<file path="src/rtl/run_controller.sv">
// ============================================================================
// Module      : run_controller
// Description : Multi-program run sequencer with a writable (start, done) PC
//               table, req/ack handshake and per-run cycle counter.
//               Optional watchdog enabled by defining RUN_WATCHDOG_EN.
// Revision    : 1.0 - initial release
// ============================================================================
`default_nettype none

module run_controller #(
    parameter int PC_BITS      = 10,
    parameter int NUM_PROGS    = 4,
    parameter int SEL_BITS     = $clog2(NUM_PROGS),
    parameter int CYCLE_BITS   = 16,
    parameter int DEFAULT_DONE = 575,
    parameter int WDOG_CYCLES  = 4000
) (
    input  logic                  clock,
    input  logic                  reset_n,
    input  logic                  req,
    input  logic [SEL_BITS-1:0]   prog_sel,
    input  logic                  cfg_we,
    input  logic [SEL_BITS-1:0]   cfg_idx,
    input  logic [PC_BITS-1:0]    cfg_start,
    input  logic [PC_BITS-1:0]    cfg_done,
    input  logic [PC_BITS-1:0]    pc,
    output logic                  core_start,
    output logic [PC_BITS-1:0]    start_pc,
    output logic                  busy,
    output logic                  ack,
    output logic                  error,
    output logic [CYCLE_BITS-1:0] cycle_count
);

    localparam logic [SEL_BITS:0] C_NUM_PROGS = (SEL_BITS+1)'(NUM_PROGS);

    typedef enum logic [1:0] {
        S_IDLE = 2'd0,
        S_LOAD = 2'd1,
        S_RUN  = 2'd2,
        S_DONE = 2'd3
    } state_t;

    state_t                state_q, state_d;
    logic [SEL_BITS-1:0]   sel_q, sel_d;
    logic                  armed_q, armed_d;
    logic [CYCLE_BITS-1:0] count_q, count_d;
    logic                  error_q, error_d;
    logic                  core_start_q, core_start_d;
    logic                  busy_q, busy_d;
    logic                  ack_q, ack_d;
    logic [PC_BITS-1:0]    start_q [NUM_PROGS];
    logic [PC_BITS-1:0]    start_d [NUM_PROGS];
    logic [PC_BITS-1:0]    done_q  [NUM_PROGS];
    logic [PC_BITS-1:0]    done_d  [NUM_PROGS];

    logic                  sel_valid, cfg_valid, prog_valid;
    logic [PC_BITS-1:0]    cur_start, cur_done;
    logic [CYCLE_BITS-1:0] count_inc;
    logic                  done_hit, wdog_hit;

    // An invalid latched select has no table entry; read zeros instead.
    assign sel_valid  = ({1'b0, sel_q}    < C_NUM_PROGS);
    assign cfg_valid  = ({1'b0, cfg_idx}  < C_NUM_PROGS);
    assign prog_valid = ({1'b0, prog_sel} < C_NUM_PROGS);
    assign cur_start  = sel_valid ? start_q[sel_q] : '0;
    assign cur_done   = sel_valid ? done_q[sel_q]  : '0;
    assign count_inc  = (count_q == '1) ? count_q : count_q + 1'b1;
    assign done_hit   = (pc == cur_done);

`ifdef RUN_WATCHDOG_EN
    assign wdog_hit = (count_inc == CYCLE_BITS'(WDOG_CYCLES));
`else
    logic unused_wdog;
    assign unused_wdog = ^CYCLE_BITS'(WDOG_CYCLES);
    assign wdog_hit    = 1'b0;
`endif

    always_comb begin
        state_d = state_q;
        sel_d   = sel_q;
        armed_d = armed_q;
        count_d = count_q;
        error_d = error_q;
        start_d = start_q;
        done_d  = done_q;
        case (state_q)
            S_IDLE: begin
                if (cfg_we && cfg_valid) begin
                    start_d[cfg_idx] = cfg_start;
                    done_d[cfg_idx]  = cfg_done;
                end
                // A new run requires req to have been seen low while idle.
                if (!req) begin
                    armed_d = 1'b1;
                end else if (armed_q) begin
                    armed_d = 1'b0;
                    sel_d   = prog_sel;
                    if (prog_valid) begin
                        state_d = S_LOAD;
                    end else begin
                        state_d = S_DONE;
                        error_d = 1'b1;
                    end
                end
            end
            S_LOAD: begin
                count_d = '0;
                state_d = S_RUN;
            end
            S_RUN: begin
                count_d = count_inc;
                if (!req) begin
                    state_d = S_IDLE;
                end else if (done_hit) begin
                    state_d = S_DONE;
                    error_d = 1'b0;
                end else if (wdog_hit) begin
                    state_d = S_DONE;
                    error_d = 1'b1;
                end
            end
            S_DONE: begin
                if (!req) begin
                    state_d = S_IDLE;
                    error_d = 1'b0;
                end
            end
            default: state_d = S_IDLE;
        endcase
        core_start_d = (state_d != S_RUN);
        busy_d       = (state_d == S_LOAD) || (state_d == S_RUN);
        ack_d        = (state_d == S_DONE);
    end

    always_ff @(posedge clock or negedge reset_n) begin
        if (!reset_n) begin
            state_q      <= S_IDLE;
            sel_q        <= '0;
            armed_q      <= 1'b1;
            count_q      <= '0;
            error_q      <= 1'b0;
            core_start_q <= 1'b1;
            busy_q       <= 1'b0;
            ack_q        <= 1'b0;
            for (int i = 0; i < NUM_PROGS; i++) begin
                start_q[i] <= '0;
                done_q[i]  <= PC_BITS'(DEFAULT_DONE);
            end
        end else begin
            state_q      <= state_d;
            sel_q        <= sel_d;
            armed_q      <= armed_d;
            count_q      <= count_d;
            error_q      <= error_d;
            core_start_q <= core_start_d;
            busy_q       <= busy_d;
            ack_q        <= ack_d;
            start_q      <= start_d;
            done_q       <= done_d;
        end
    end

    assign core_start  = core_start_q;
    assign start_pc    = cur_start;
    assign busy        = busy_q;
    assign ack         = ack_q;
    assign error       = error_q;
    assign cycle_count = count_q;

endmodule

`default_nettype wire

</file>
<file path="config.mk">
export PLATFORM = sky130hd
export DESIGN_NAME = run_controller
export DESIGN_NICKNAME = d
export VERILOG_FILES = /design/src/rtl/run_controller.sv
export SDC_FILE = /design/constraint.sdc
export NUM_CORES = 1
export LEC_CHECK = 0
export CAP_MARGIN = 20
export CORE_ASPECT_RATIO = 1.25
export CORE_UTILIZATION = 59
export CTS_BUF_LIST = sky130_fd_sc_hd__clkbuf_2 sky130_fd_sc_hd__clkbuf_4 sky130_fd_sc_hd__clkbuf_8
export DETAILED_ROUTE_END_ITERATION = 8
export GPL_TIMING_DRIVEN = 0
export HOLD_SLACK_MARGIN = 0.15
export PLACE_DENSITY = 0.85
export SLEW_MARGIN = 40
export SYNTH_ARGS = -nofsm -noshare
export SYNTH_HDL_FRONTEND = slang
export SYNTH_SLANG_ARGS = --single-unit
</file>
<file path="constraint.sdc">
create_clock -name clock -period 6.1 [get_ports clock]
set_clock_uncertainty 0.15 [all_clocks]
set_input_delay 0.61 -clock clock [delete_from_list [all_inputs] [get_ports clock]]
set_output_delay 0.61 -clock clock [all_outputs]
set_load 0.05 [all_outputs]
</file>
# After elaboration in Yosys (flattened, before gate mapping)
# Index checks and enable logic that the tools add are counted.
word_totals:
  register_bits: 105
  elab_cells: 67
op_classes:
  eq_ne: 13
  n_reduce_logical: 9
  n_addsub: 1
  mux: 23
  n_lt_le_gt_ge: 3
  bitwise: 2
op_table:
  columns: ["operator", "n"]
  rows:
  - ["40-bit bitwise mux", 2]
  - ["10-bit 2-to-1 mux", 5]
  - ["10-bit binary-select mux with 2-bit select", 2]
  - ["16-bit case mux with 2 select lines", 1]
  - ["10-bit demux with 2-bit select", 1]
  - ["16-bit by 1-bit adder with 16-bit output, second input constant", 1]
  - ["16-bit equality test, second input constant", 1]
  - ["16-bit 2-to-1 mux", 1]
  - ["10-bit equality test", 1]
  - ["2-bit 2-to-1 mux", 5]
  - ["2-bit != test, second input constant", 5]
  - ["2-bit equality test, second input constant", 4]
  - ["2-bit case mux with 4 select lines", 1]
  - ["3-bit greater-or-equal comparator, second input constant", 2]
  - ["2-bit NOT with 3-bit output", 2]
  - ["2-bit by 1-bit equality test with 1-bit output, second input constant", 2]
  - ["1-bit 2-to-1 mux", 4]
  - ["2-bit AND reduction", 2]
  - ["4-bit AND reduction", 1]
  - ["2-bit nonzero test", 2]
  - ["3-bit by 1-bit < comparator with 1-bit output, second input constant", 1]
  - ["3-bit AND reduction", 1]
  - ["2-bit logical NOT", 1]
  - ["1-bit case mux with 2 select lines", 1]
  - ["other kinds (2)", 2]

# Longest topological paths before layout
# Gate-level depths: netlist of the first run.
logic_depth:
  depth_word: 10
  ltp_mapped: 9
  mapped_depth_nobuf: 7

# Worst setup path after synthesis of the first run
# Ideal clock, no wire load.
synth_path:
  kind: "reg-to-output"
  from: "reg sel_q[1]"
  to: "out start_pc[0]"
  stages_incl_launch_ff: 5
  arrival_time_ns: 1.602
  setup_slack_ns: 3.738
  n_path_buf: 3
  cell_sequence: "dfrtp_1 > clkbuf_1 > buf_2 > clkbuf_1 > mux4_2"
synth_between:
  elab_chain_cells: 4
synth_lines:
  columns: ["element", "line", "source"]
  rows:
  - ["start, declared", "45", "logic [SEL_BITS-1:0] sel_q, sel_d;"]
  - ["start signal, assigned", "152", "sel_q <= sel_d;"]
  - ["2-bit NOT with 3-bit output (not written as such)", "66", "assign cur_start = sel_valid ? start_q[sel_q] : '0;"]
  - ["10-bit binary-select mux with 2-bit select", "66", null]
  - ["10-bit 2-to-1 mux (not written as such) (2 in series)", "66", null]
  - ["end, declared", "28", "output logic [PC_BITS-1:0] start_pc,"]
# Every way passes these cells. The select of a mux whose other input is x is not followed.

# Worst setup path after layout of the first run
layout_path:
  from: "reg sel_q[1]"
  to: "out start_pc[2]"
# Same word-level chain as after synthesis.

==> results of run 1 <==
==> kinds of logic after synthesis <==
| kind of cell | count (synthesis) | synth area share (%) |
|---|---|---|
| fa+ha+maj | 3 | 0.7703 |
| buf+inv | 23 | 2.336 |
| compound gates | 15 | 2.157 |
| mux | 116 | 31.30 |
| other cells | 1 | 0.07695 |
| flops | 104 | 54.17 |
| simple gates | 61 | 6.316 |
| xor+xnor | 16 | 2.875 |
==> layer usage <==
layer	GRT usage, %	wire length [um]	vias up
met4	11.58	275	0
met1	30.85	4035	1574
met5	0	0	-
li1	-	-	1395
met3	3.745	357	23
met2	39.52	4956	73
==> placed cells by master, fill, tap and decap left out, types with 3 or more instances in the layout <==
cell type	instances
nor3_1	4
ha_1	3
buf_2	10
clkbuf_8	11
mux4_1	8
mux4_2	10
dfrtp_1	74
o21ai_0	5
dfstp_2	30
xor2_1	4
nand4_1	4
a211oi_1	3
clkbuf_1	5
nand3_1	9
mux2_2	87
clkdlybuf4s50_1	65
nand2_1	17
xnor2_1	12
inv_1	5
mux2i_1	11
nor2_1	9
and3_1	9
==> path summary, 6_finish.rpt <==
check / startpoint / end / slack (ns) / cells after the start
worst max-delay path: sel_q[1] / start_pc[2] / 2.33 / 5
worst min-delay path: cycle_count[8] / cycle_count[8] / 0.35 / 1
worst max register to register: sel_q[1] / busy / 3.53 / 8
worst min register to register: cycle_count[8] / cycle_count[8] / 0.35 / 1
max in group asynchronous: reset_n / done_q[29] / 4.59 / 3
min in group asynchronous: reset_n / done_q[17] / 0.54 / 2
==> per-stage QoR <==
step	setup slack, ns	utilization (%)
after floorplan	3.738	-
after global placement	0.5334	71.71
after detailed placement	2.721	72.13
after CTS	2.301	74.59
after global routing	2.134	74.59
final	2.332	74.59
==> registers in the layout, summed over array words and instances (netlist names) <==
signal	cells
armed_q	1
busy	1
core_start	1
state_q	2
start_q	40
sel_q	2
cycle_count	16
done_q	40
ack	1
==> final cells by class <==
| cell class | instances | area (sq um) | share of cell area [%] |
|---|---|---|---|
| repair buffers | 68 | 703.2 | 11.96 |
| flip-flops and latches | 104 | 2640 | 44.90 |
| well taps | 95 | 118.9 | 2.022 |
| clock inverters | 3 | 17.52 | 0.2979 |
| clock buffers | 13 | 166.4 | 2.830 |
| plain buffers | 18 | 95.09 | 1.617 |
| inverters | 5 | 18.77 | 0.3192 |
| multi-input cells | 212 | 2120 | 36.05 |
==> synthesized netlist by cell type (2+ instances only) <==
| library cell | instances |
|---|---|
| mux2i_1 | 11 |
| mux4_1 | 8 |
| nand3_1 | 9 |
| nor2_1 | 9 |
| buf_4 | 2 |
| a211oi_1 | 3 |
| nor3_1 | 4 |
| ha_1 | 3 |
| and4_1 | 2 |
| inv_1 | 5 |
| buf_2 | 10 |
| mux4_2 | 10 |
| and3_1 | 9 |
| nand2b_1 | 2 |
| nand4_1 | 4 |
| and2_1 | 2 |
| mux2_2 | 87 |
| o31ai_1 | 2 |
| dfrtp_1 | 74 |
| xnor2_1 | 12 |
| dfstp_2 | 30 |
| nand2_1 | 17 |
| xor2_1 | 4 |
| clkbuf_1 | 5 |
| o21ai_0 | 5 |
==> power by group <==
group | internal, mW | leakage (nW) | switching (mW) | total [mW]
clock network | 0.179 | 0.0963 | 0.223 | 0.402
logic | 0.679 | 1.14 | 0.693 | 1.37
registers | 1.06 | 1.23 | 0.155 | 1.21
==> timing repair <==
action / CTS / global route
buffers inserted: 0 / 0
hold endpoints to repair: 8 / 0
hold buffers: 1 / 0
==> impl_results.md, run 1 <==
- Setup violators final: 0
- DPL Wire Length: 6601 um
- Delay-heaviest family, CP: buffers and inverters
- Input/output buffers: 66
- Antenna violation net count after detailed routing: 0
- Power Total: 2.987 mW
- CP max FO: 10
- Final hold vios: 0
- Vias in the first global route: 3,261
- DRC Markers: 0
- Syn Area/Cell: 14.38 sq um
- Cell taking the most area after synthesis: dfrtp_1
- Fin crit period: 3.768 ns
- Die ar.: 8630 sq um
- Die Ht: 103.6 um
- Global Route Usage Sum: 23.90%
- Worst-case headroom to the max-slew limit: 57.07%
- P per Cell Area: 508.0 nW/um^2
- Mapped cell area: 4873 sq um
- Worst hold path class: flop to flop
- Seq cells post-synth: 104
- Commonest register cell after synthesis: dfrtp_1
- Initial Util: 61.83%
- Row count: 36
- Final slew viol count: 0
- CP max stage delay: 0.82 ns
- Startpoint types: flop
- VDD IR max: 393.5 uV
- WL final: 9624 um
- Synth Warn #: 0
- Crit path DAT: 3.01 ns
- Area Growth Syn to Fin: 20.64%
- Clock root cell: clkbuf_8
- Netlist cell types: 35
- Dpl cell area: 5685 sq um
- Worst-margin pin slew: 0.6439 ns
- I/O pin cnt: 68
- LEAKAGE: 2.471 nW
- Sink Count: 104
- Fillers: 499
- CTS tree: built
- Hold WS: 0.3510 ns
- Initial antenna violation count: 0
- Layout cells sized above 1: 37.59%
- Die width: 83.29 um
- F_max: 265.4 MHz
- Post-synth top area share: 38.00%
- FFs w/ async S/R, synth: 100.0%
- Largest cells by area after synthesis: dfrtp_1, mux2_2, dfstp_2
- Final Non-Filler Cells: 518
- Pre-Repair DR Iteration Count: 4
- Core area: 7883 sq um
- WS Path Type: flop to output port
- CP max stage cell: clkdlybuf4s50_1
- Worst path bufs/invs: 4
- First-pass GRT wire length: 16,040 um
- Final Cell Area: 5879 sq um
- Largest net degree at the start of global routing: 77
- Placed cells: 501
- Vias per cell: 5.917
- Post-Synthesis Cells: 339
- Vias: 3,065
- Register area share after synthesis: 54.17%
- Total CTS buffers: 9
- RSZ-0062 raised after global routing: false
- Antenna diodes: 0
- Post-Syn Nets: 380
- Final-stage net count: 459
- Drt wl/cell: 18.58 um
- CTS clk-pin slew, worst paths: 0.09 ns
- Setup TNS: 0 ns
- Crit-path cells: clkbuf_1, buf_2, clkbuf_1, mux4_2, clkdlybuf4s50_1
- Placer congestion estimate: 0.8625
- Status: complete, no violations
- Fraction of the cycle the final worst path needs: 61.76%
- First-iteration detailed-routing DRC count: 184
- Grt ovf: 0
- Most frequent CP cell: clkbuf_1
- Critical Path End Type: output port
- Worst-Skew Late Latency: 0.36 ns
- H-tree levels: 3
- Max Cap Viol: 0
- EDFF count, synth: 0
- Clock Tree Buf Depth: 2
- Resized cells post-CTS: 0
- WP data required: 5.34 ns
Note: power is estimated with default switching activity, not from simulation.
==> inputs of run 2 (changes only) <==
CORE_UTILIZATION = 57   (was 59)
PLACE_DENSITY = 0.83   (was 0.85)
clock period = 3.8 ns   (was 6.1 ns; I/O delays follow)
==> run 2 against run 1 <==
  * The run now ends with design-rule violations left
  * Combinational power rose by 61%
  * Utilization fell by 2.5 points
  * Worst setup slack got worse by 2.1 ns
  * Final area rose by 0.98%
  * First-iteration DRC count fell by 15%
  * Non-clock buffer count did not move
  * Highest routed layer unchanged
==> impl_results.md, run 2 (synthesis gave the netlist of run 1 again) <==
- Status: complete, but fails checks (was complete, no violations)
- Violated checks: design-rule violations
- Die Ht: 105.4 um (was 103.6 um)
- Startpoint types: flop (unchanged)
- Grt ovf: 0 (unchanged)
- VDD IR max: 514.8 uV (was 393.5 uV)
- Initial Util: 59.14% (was 61.83%)
- Antenna diodes: 0 (unchanged)
- Worst hold path class: primary input to async pin (was flop to flop)
- Worst R2R End: busy (unchanged)
- I/O pin cnt: 68 (unchanged)
- Core area: 8240 sq um (was 7883 sq um)
- Setup violators final: 0 (unchanged)
- Total CTS buffers: 9 (unchanged)
- CTS clk-pin slew, worst paths: 0.09 ns (about the same)
- Fin crit period: 3.550 ns
- Fraction of the cycle the final worst path needs: 93.43%
- Final slew viol count: 0 (unchanged)
- Pre-Repair DR Iteration Count: 7 (was 4)
- Input/output buffers: 66 (unchanged)
- Vias in the first global route: 3,204 (was 3,261)
- Die ar.: 8926 sq um (was 8630 sq um)
- Area Growth Syn to Fin: 21.82% (was 20.64%)
- Setup TNS: 0 ns (unchanged)
- Worst-case headroom to the max-slew limit: 55.73% (was 57.07%)
- Resized cells post-CTS: 0 (unchanged)
- Clock Tree Buf Depth: 2 (unchanged)
- Worst Setup SP: sel_q[1] (unchanged)
- Hold WS: 0.2864 ns (was 0.3510 ns)
- Vias: 3,035 (was 3,065)
- F_max: 281.7 MHz
- CP max FO: 10 (unchanged)
- WL final: 9623 um (was 9624 um)
- Clock root cell: clkbuf_8 (unchanged)
- P per Cell Area: 834.6 nW/um^2 (was 508.0 nW/um^2)
- Worst-margin pin slew: 0.6640 ns (was 0.6439 ns)
- Layout cells sized above 1: 37.59% (unchanged)
- Global Route Usage Sum: 23.22% (was 23.90%)
- Sink Count: 104 (unchanged)
- DRC Markers: 10 (was 0)
- Placer congestion estimate: 0.8407 (was 0.8625)
- Commonest non-fill, non-tap cell in the layout: mux2_2 (unchanged)
- Most frequent cells in the layout: mux2_2, dfrtp_1, clkdlybuf4s50_1 (unchanged)
- Power Total: 4.955 mW (was 2.987 mW)
- Crit path DAT: 3.02 ns (was 3.01 ns)
- Die width: 84.71 um (was 83.29 um)
- Final-stage net count: 459 (unchanged)
- Max Cap Viol: 0 (unchanged)
- Antenna violation net count after detailed routing: 0 (unchanged)
- Fin util: 72.05% (was 74.59%)
- Critical Path End Type: output port (unchanged)
- H-tree levels: 3 (unchanged)
- CTS tree: built (unchanged)
- WS Path Type: flop to output port (unchanged)
- Largest net degree at the start of global routing: 81 (was 77)
- Initial antenna violation count: 0 (unchanged)
- Vias per cell: 5.837 (was 5.917)
- WP data required: 3.27 ns (was 5.34 ns)
- Worst-Skew Late Latency: 0.36 ns (about the same)
- DPL Wire Length: 6721 um (was 6601 um)
- First-pass GRT wire length: 15,610 um (was 16,040 um)
- RSZ-0062 raised after global routing: false (unchanged)
- Reg2reg path depth: 8 (unchanged)
- Drt wl/cell: 18.51 um (was 18.58 um)
- Row count: 37 (was 36)
- First-iteration detailed-routing DRC count: 157 (was 184)
- R2r setup slk: 1.22 ns (was 3.53 ns)
- Worst reg2reg path startpoint: sel_q[1] (unchanged)
- # Post-CTS Setup Buffers: 0 (unchanged)
- LEAKAGE: 2.494 nW (was 2.471 nW)
- Final hold vios: 0 (unchanged)
- Crit path to: start_pc[3] (was start_pc[2])
[run 2: worst max-delay path, stage by stage (launching register included)]
cell             delay (ns)
dfrtp_1                0.33
clkbuf_1               0.28
buf_2                  0.33
clkbuf_1               0.55
mux4_2                 0.34
clkdlybuf4s50_1        0.81
[run 2: where the power goes]
part / switching [mW] / internal [mW]
sequential: 0.247 / 1.70
combinational: 1.11 / 1.09
clock: 0.365 / 0.443
total: 1.72 / 3.23
[run 2: layer usage]
layer / share of wire, % / vias to the layer above / GRT usage [%]
met5: 0 / - / 0
met4: 2.4 / 0 / 11.99
met3: 3.2 / 18 / 2.819
met2: 53 / 64 / 40.48
met1: 41 / 1561 / 28.33
li1: - / 1392 / -
[run 2: final cells by class]
type,count,area (sq um)
clock buffer,10,131.4
buffer,18,95.09
multi-input combinational,212,2120
inverter,5,18.77
sequential,104,2640
clock inverter,6,107.6
tap,97,121.4
timing repair buffer,68,703.2
fill,573,2303
[run 2: worst min-delay path by stage]
stage	from	slack (ns)	endpoint
after global routing	reset_n	0.31	done_q[6]
after detailed placement	reset_n	0.09	cycle_count[4]
after CTS	reset_n	0.29	cycle_count[4]
after floorplan	reset_n	-0.07	ack
after global placement	start_q[9]	0.33	start_q[9]
final	reset_n	0.29	cycle_count[4]
[run 2: per-stage QoR]
stage | cell area [sq um] | std cells | setup slack, ns
after detailed placement | 5688 | 503 | 0.6217
after global routing | 5937 | 520 | 0.1358
after CTS | 5937 | 520 | 0.2243
final | 5937 | 520 | 0.2496
after global placement | 5655 | 502 | -1.511
after floorplan | 4873 | 339 | 1.596
[run 2: repair_timing]
action                     4_1_cts  5_1_grt
hold buffers                     1        0
hold endpoints to repair        83        0
setup endpoints to repair        0        0
==> inputs of run 3 (changes only) <==
--- a/config.mk
+++ b/config.mk
@@ -9,3 +9,3 @@
 export CORE_ASPECT_RATIO = 1.25
-export CORE_UTILIZATION = 57
+export CORE_UTILIZATION = 51
 export CTS_BUF_LIST = sky130_fd_sc_hd__clkbuf_2 sky130_fd_sc_hd__clkbuf_4 sky130_fd_sc_hd__clkbuf_8
@@ -14,3 +14,3 @@
 export HOLD_SLACK_MARGIN = 0.15
-export PLACE_DENSITY = 0.83
+export PLACE_DENSITY_LB_ADDON = 0.25
 export SLEW_MARGIN = 40
==> constraint.sdc (replaced) <==
create_clock -name clock -period 3.15 [get_ports clock]
set_clock_uncertainty 0.15 [all_clocks]
set_input_delay 0.7875 -clock clock [delete_from_list [all_inputs] [get_ports clock]]
set_output_delay 0.7875 -clock clock [all_outputs]
set_load 0.05 [all_outputs]
==> run 3 against run 2 <==
  * The flow now finishes without violations
  * Worst setup slack worse by 0.17 ns
  * Highest routed layer unchanged
  * Utilization fell by 7.6 points
  * Count of clock-buffer cells in the layout increased by 3
  * Final area grew 0.13%
==> impl_results.md, run 3 (synthesis gave the netlist of run 1 again) <==
- Final-stage net count: 457 (was 459)
- Hold WS: 0.3532 ns (was 0.2864 ns)
- Max Cap Viol: 0 (unchanged)
- Antenna violation net count after detailed routing: 0 (unchanged)
- Fin util: 64.46% (was 72.05%)
- Area Growth Syn to Fin: 21.98% (was 21.82%)
- RSZ-0062 raised after global routing: false (unchanged)
- Worst hold stages: 1
- CP max stage delay: 0.60 ns (was 0.81 ns)
- DPL Wire Length: 6460 um (was 6721 um)
- Most frequent cells in the layout: mux2_2, dfrtp_1, clkdlybuf4s50_1 (unchanged)
- Die ar.: 9953 sq um (was 8926 sq um)
- Setup slack at placement: -0.4514 ns (was 0.6217 ns)
- Power Total: 5.786 mW (was 4.955 mW)
- Reg2reg path depth: 7 (was 8)
- First-iteration detailed-routing DRC count: 101 (was 157)
- Worst reg2reg path startpoint: sel_q[0] (was sel_q[1])
- Worst hold path class: flop to flop (was primary input to async pin)
- F_max: 325.9 MHz
- Worst-case headroom to the max-slew limit: 66.79% (was 55.73%)
- Worst Min Path Start: start_q[39]
- Initial antenna violation count: 0 (unchanged)
- Final Non-Filler Cells: 544 (was 520)
- Status: complete, no violations (was complete, but fails checks)
- CP max stage cell: mux4_1 (was clkdlybuf4s50_1)
- P per Cell Area: 973.3 nW/um^2 (was 834.6 nW/um^2)
- Global Route Usage Sum: 20.65% (was 23.22%)
- WS Path Type: flop to output port (unchanged)
- Placer congestion estimate: 0.8070 (was 0.8407)
- Core area: 9223 sq um (was 8240 sq um)
- Crit-path cells: buf_6, mux4_1, dlygate4sd2_1 (was clkbuf_1, buf_2, clkbuf_1, mux4_2, clkdlybuf4s50_1)
- Sink Count: 104 (unchanged)
- Row count: 39 (was 37)
- Clock Tree Buf Depth: 2 (unchanged)
- VDD IR max: 568.8 uV (was 514.8 uV)
- WP data required: 2.21 ns (was 3.27 ns)
- Drt wl/cell: 17.10 um (was 18.51 um)
- Vias: 2,990 (was 3,035)
- Vias per cell: 5.496 (was 5.837)
- Pre-Repair DR Iteration Count: 4 (was 7)
- Fraction of the cycle the final worst path needs: 97.42%
- DRC Markers: 0 (was 10)
- CTS tree: built (unchanged)
- CP max FO: 19 (was 10)
- Commonest non-fill, non-tap cell in the layout: mux2_2 (unchanged)
- Placed cells: 529 (was 503)
- Worst R2R End: busy (unchanged)
- Setup violators final: 0 (unchanged)
- Worst-margin pin slew: 0.4967 ns (was 0.6640 ns)
- Top Metal Used: met4 (unchanged)
- Met3 WL: 280 um (was 305 um)
- Met2 Wirelength: 4705 um (was 5137 um)
- Grt ovf: 0 (unchanged)
- Crit path DAT: 2.13 ns (was 3.02 ns)
- CTS clk-pin slew, worst paths: 0.09 ns (about the same)
- DRT met1 WL: 4135 um (was 3951 um)
- Layout cells sized above 1: 39.90% (was 37.59%)
- Hold Path End: start_q[39]
- Initial Util: 52.84% (was 59.14%)
- Startpoint types: flop (unchanged)
- Final Cell Area: 5944 sq um (was 5937 sq um)
- Final slew viol count: 0 (unchanged)
- Clock root cell: clkbuf_8 (unchanged)
- Dpl cell area: 5720 sq um (was 5688 sq um)
- Die Ht: 111.3 um (was 105.4 um)
- WL final: 9302 um (was 9623 um)
- Vias in the first global route: 3,088 (was 3,204)
- First-pass GRT wire length: 15,380 um (was 15,610 um)
- Final hold vios: 0 (unchanged)
- LEAKAGE: 2.495 nW (was 2.494 nW)
- Setup TNS: 0 ns (unchanged)
- Die width: 89.44 um (was 84.71 um)
- I/O pin cnt: 68 (unchanged)
- Fin crit period: 3.069 ns
- Setup slack after layout: 0.08137 ns (was 0.2496 ns)
- Input/output buffers: 66 (unchanged)
- Worst-Skew Late Latency: 0.36 ns (about the same)
- Antenna diodes: 0 (unchanged)
- R2r setup slk: 0.48 ns (was 1.22 ns)
- Largest net degree at the start of global routing: 77 (was 81)
- Critical Path End Type: output port (unchanged)
- Total CTS buffers: 9 (unchanged)
- H-tree levels: 3 (unchanged)
## run 3: metal layers
metal  GRT usage (%)  vias to the layer above
met3           2.755                       12
met5               0                        -
li1                -                     1391
met1           27.94                     1526
met4           8.254                        0
met2           33.38                       61
## run 3: area by class of cell
type                       count  area, sq um
sequential                   104         2640
timing repair buffer          68        706.9
clock inverter                 3        40.04
buffer                        16        92.59
tap                          123        153.9
inverter                       5        18.77
multi-input combinational    212         2120
fill                         698         3278
clock buffer                  13        172.7
## run 3: power by group
group	total, mW	switching, mW	internal (mW)
clock	0.877	0.437	0.440
sequential	2.35	0.300	2.05
combinational	2.56	1.30	1.26
total	5.79	2.04	3.75
## run 3: repair_timing
action,in CTS,in global routing
gates resized for setup,30,2
hold buffers,1,0
hold endpoints to repair,15,0
setup buffers,0,0
cloned,0,0
setup endpoints to repair,10,3
## run 3: worst max path at each step
stage,start,to,slack [ns],depth (start not counted)
2_1_floorplan,sel_q[1],start_pc[0],0.61,4
3_3_place_gp,reset_n,start_q[29],-2.57,1
3_5_place_dp,sel_q[1],start_pc[1],-0.45,5
4_1_cts,sel_q[0],start_pc[1],-0.04,4
5_1_grt,sel_q[0],start_pc[9],0.0003,3
6_report,sel_q[0],start_pc[9],0.08,3
## run 3: critical path, delay by kind of cell, from the launching register on
family	cells	cell delay [ns]
buffers and inverters	2	0.72
flip-flops	1	0.44
multiplexers	1	0.60
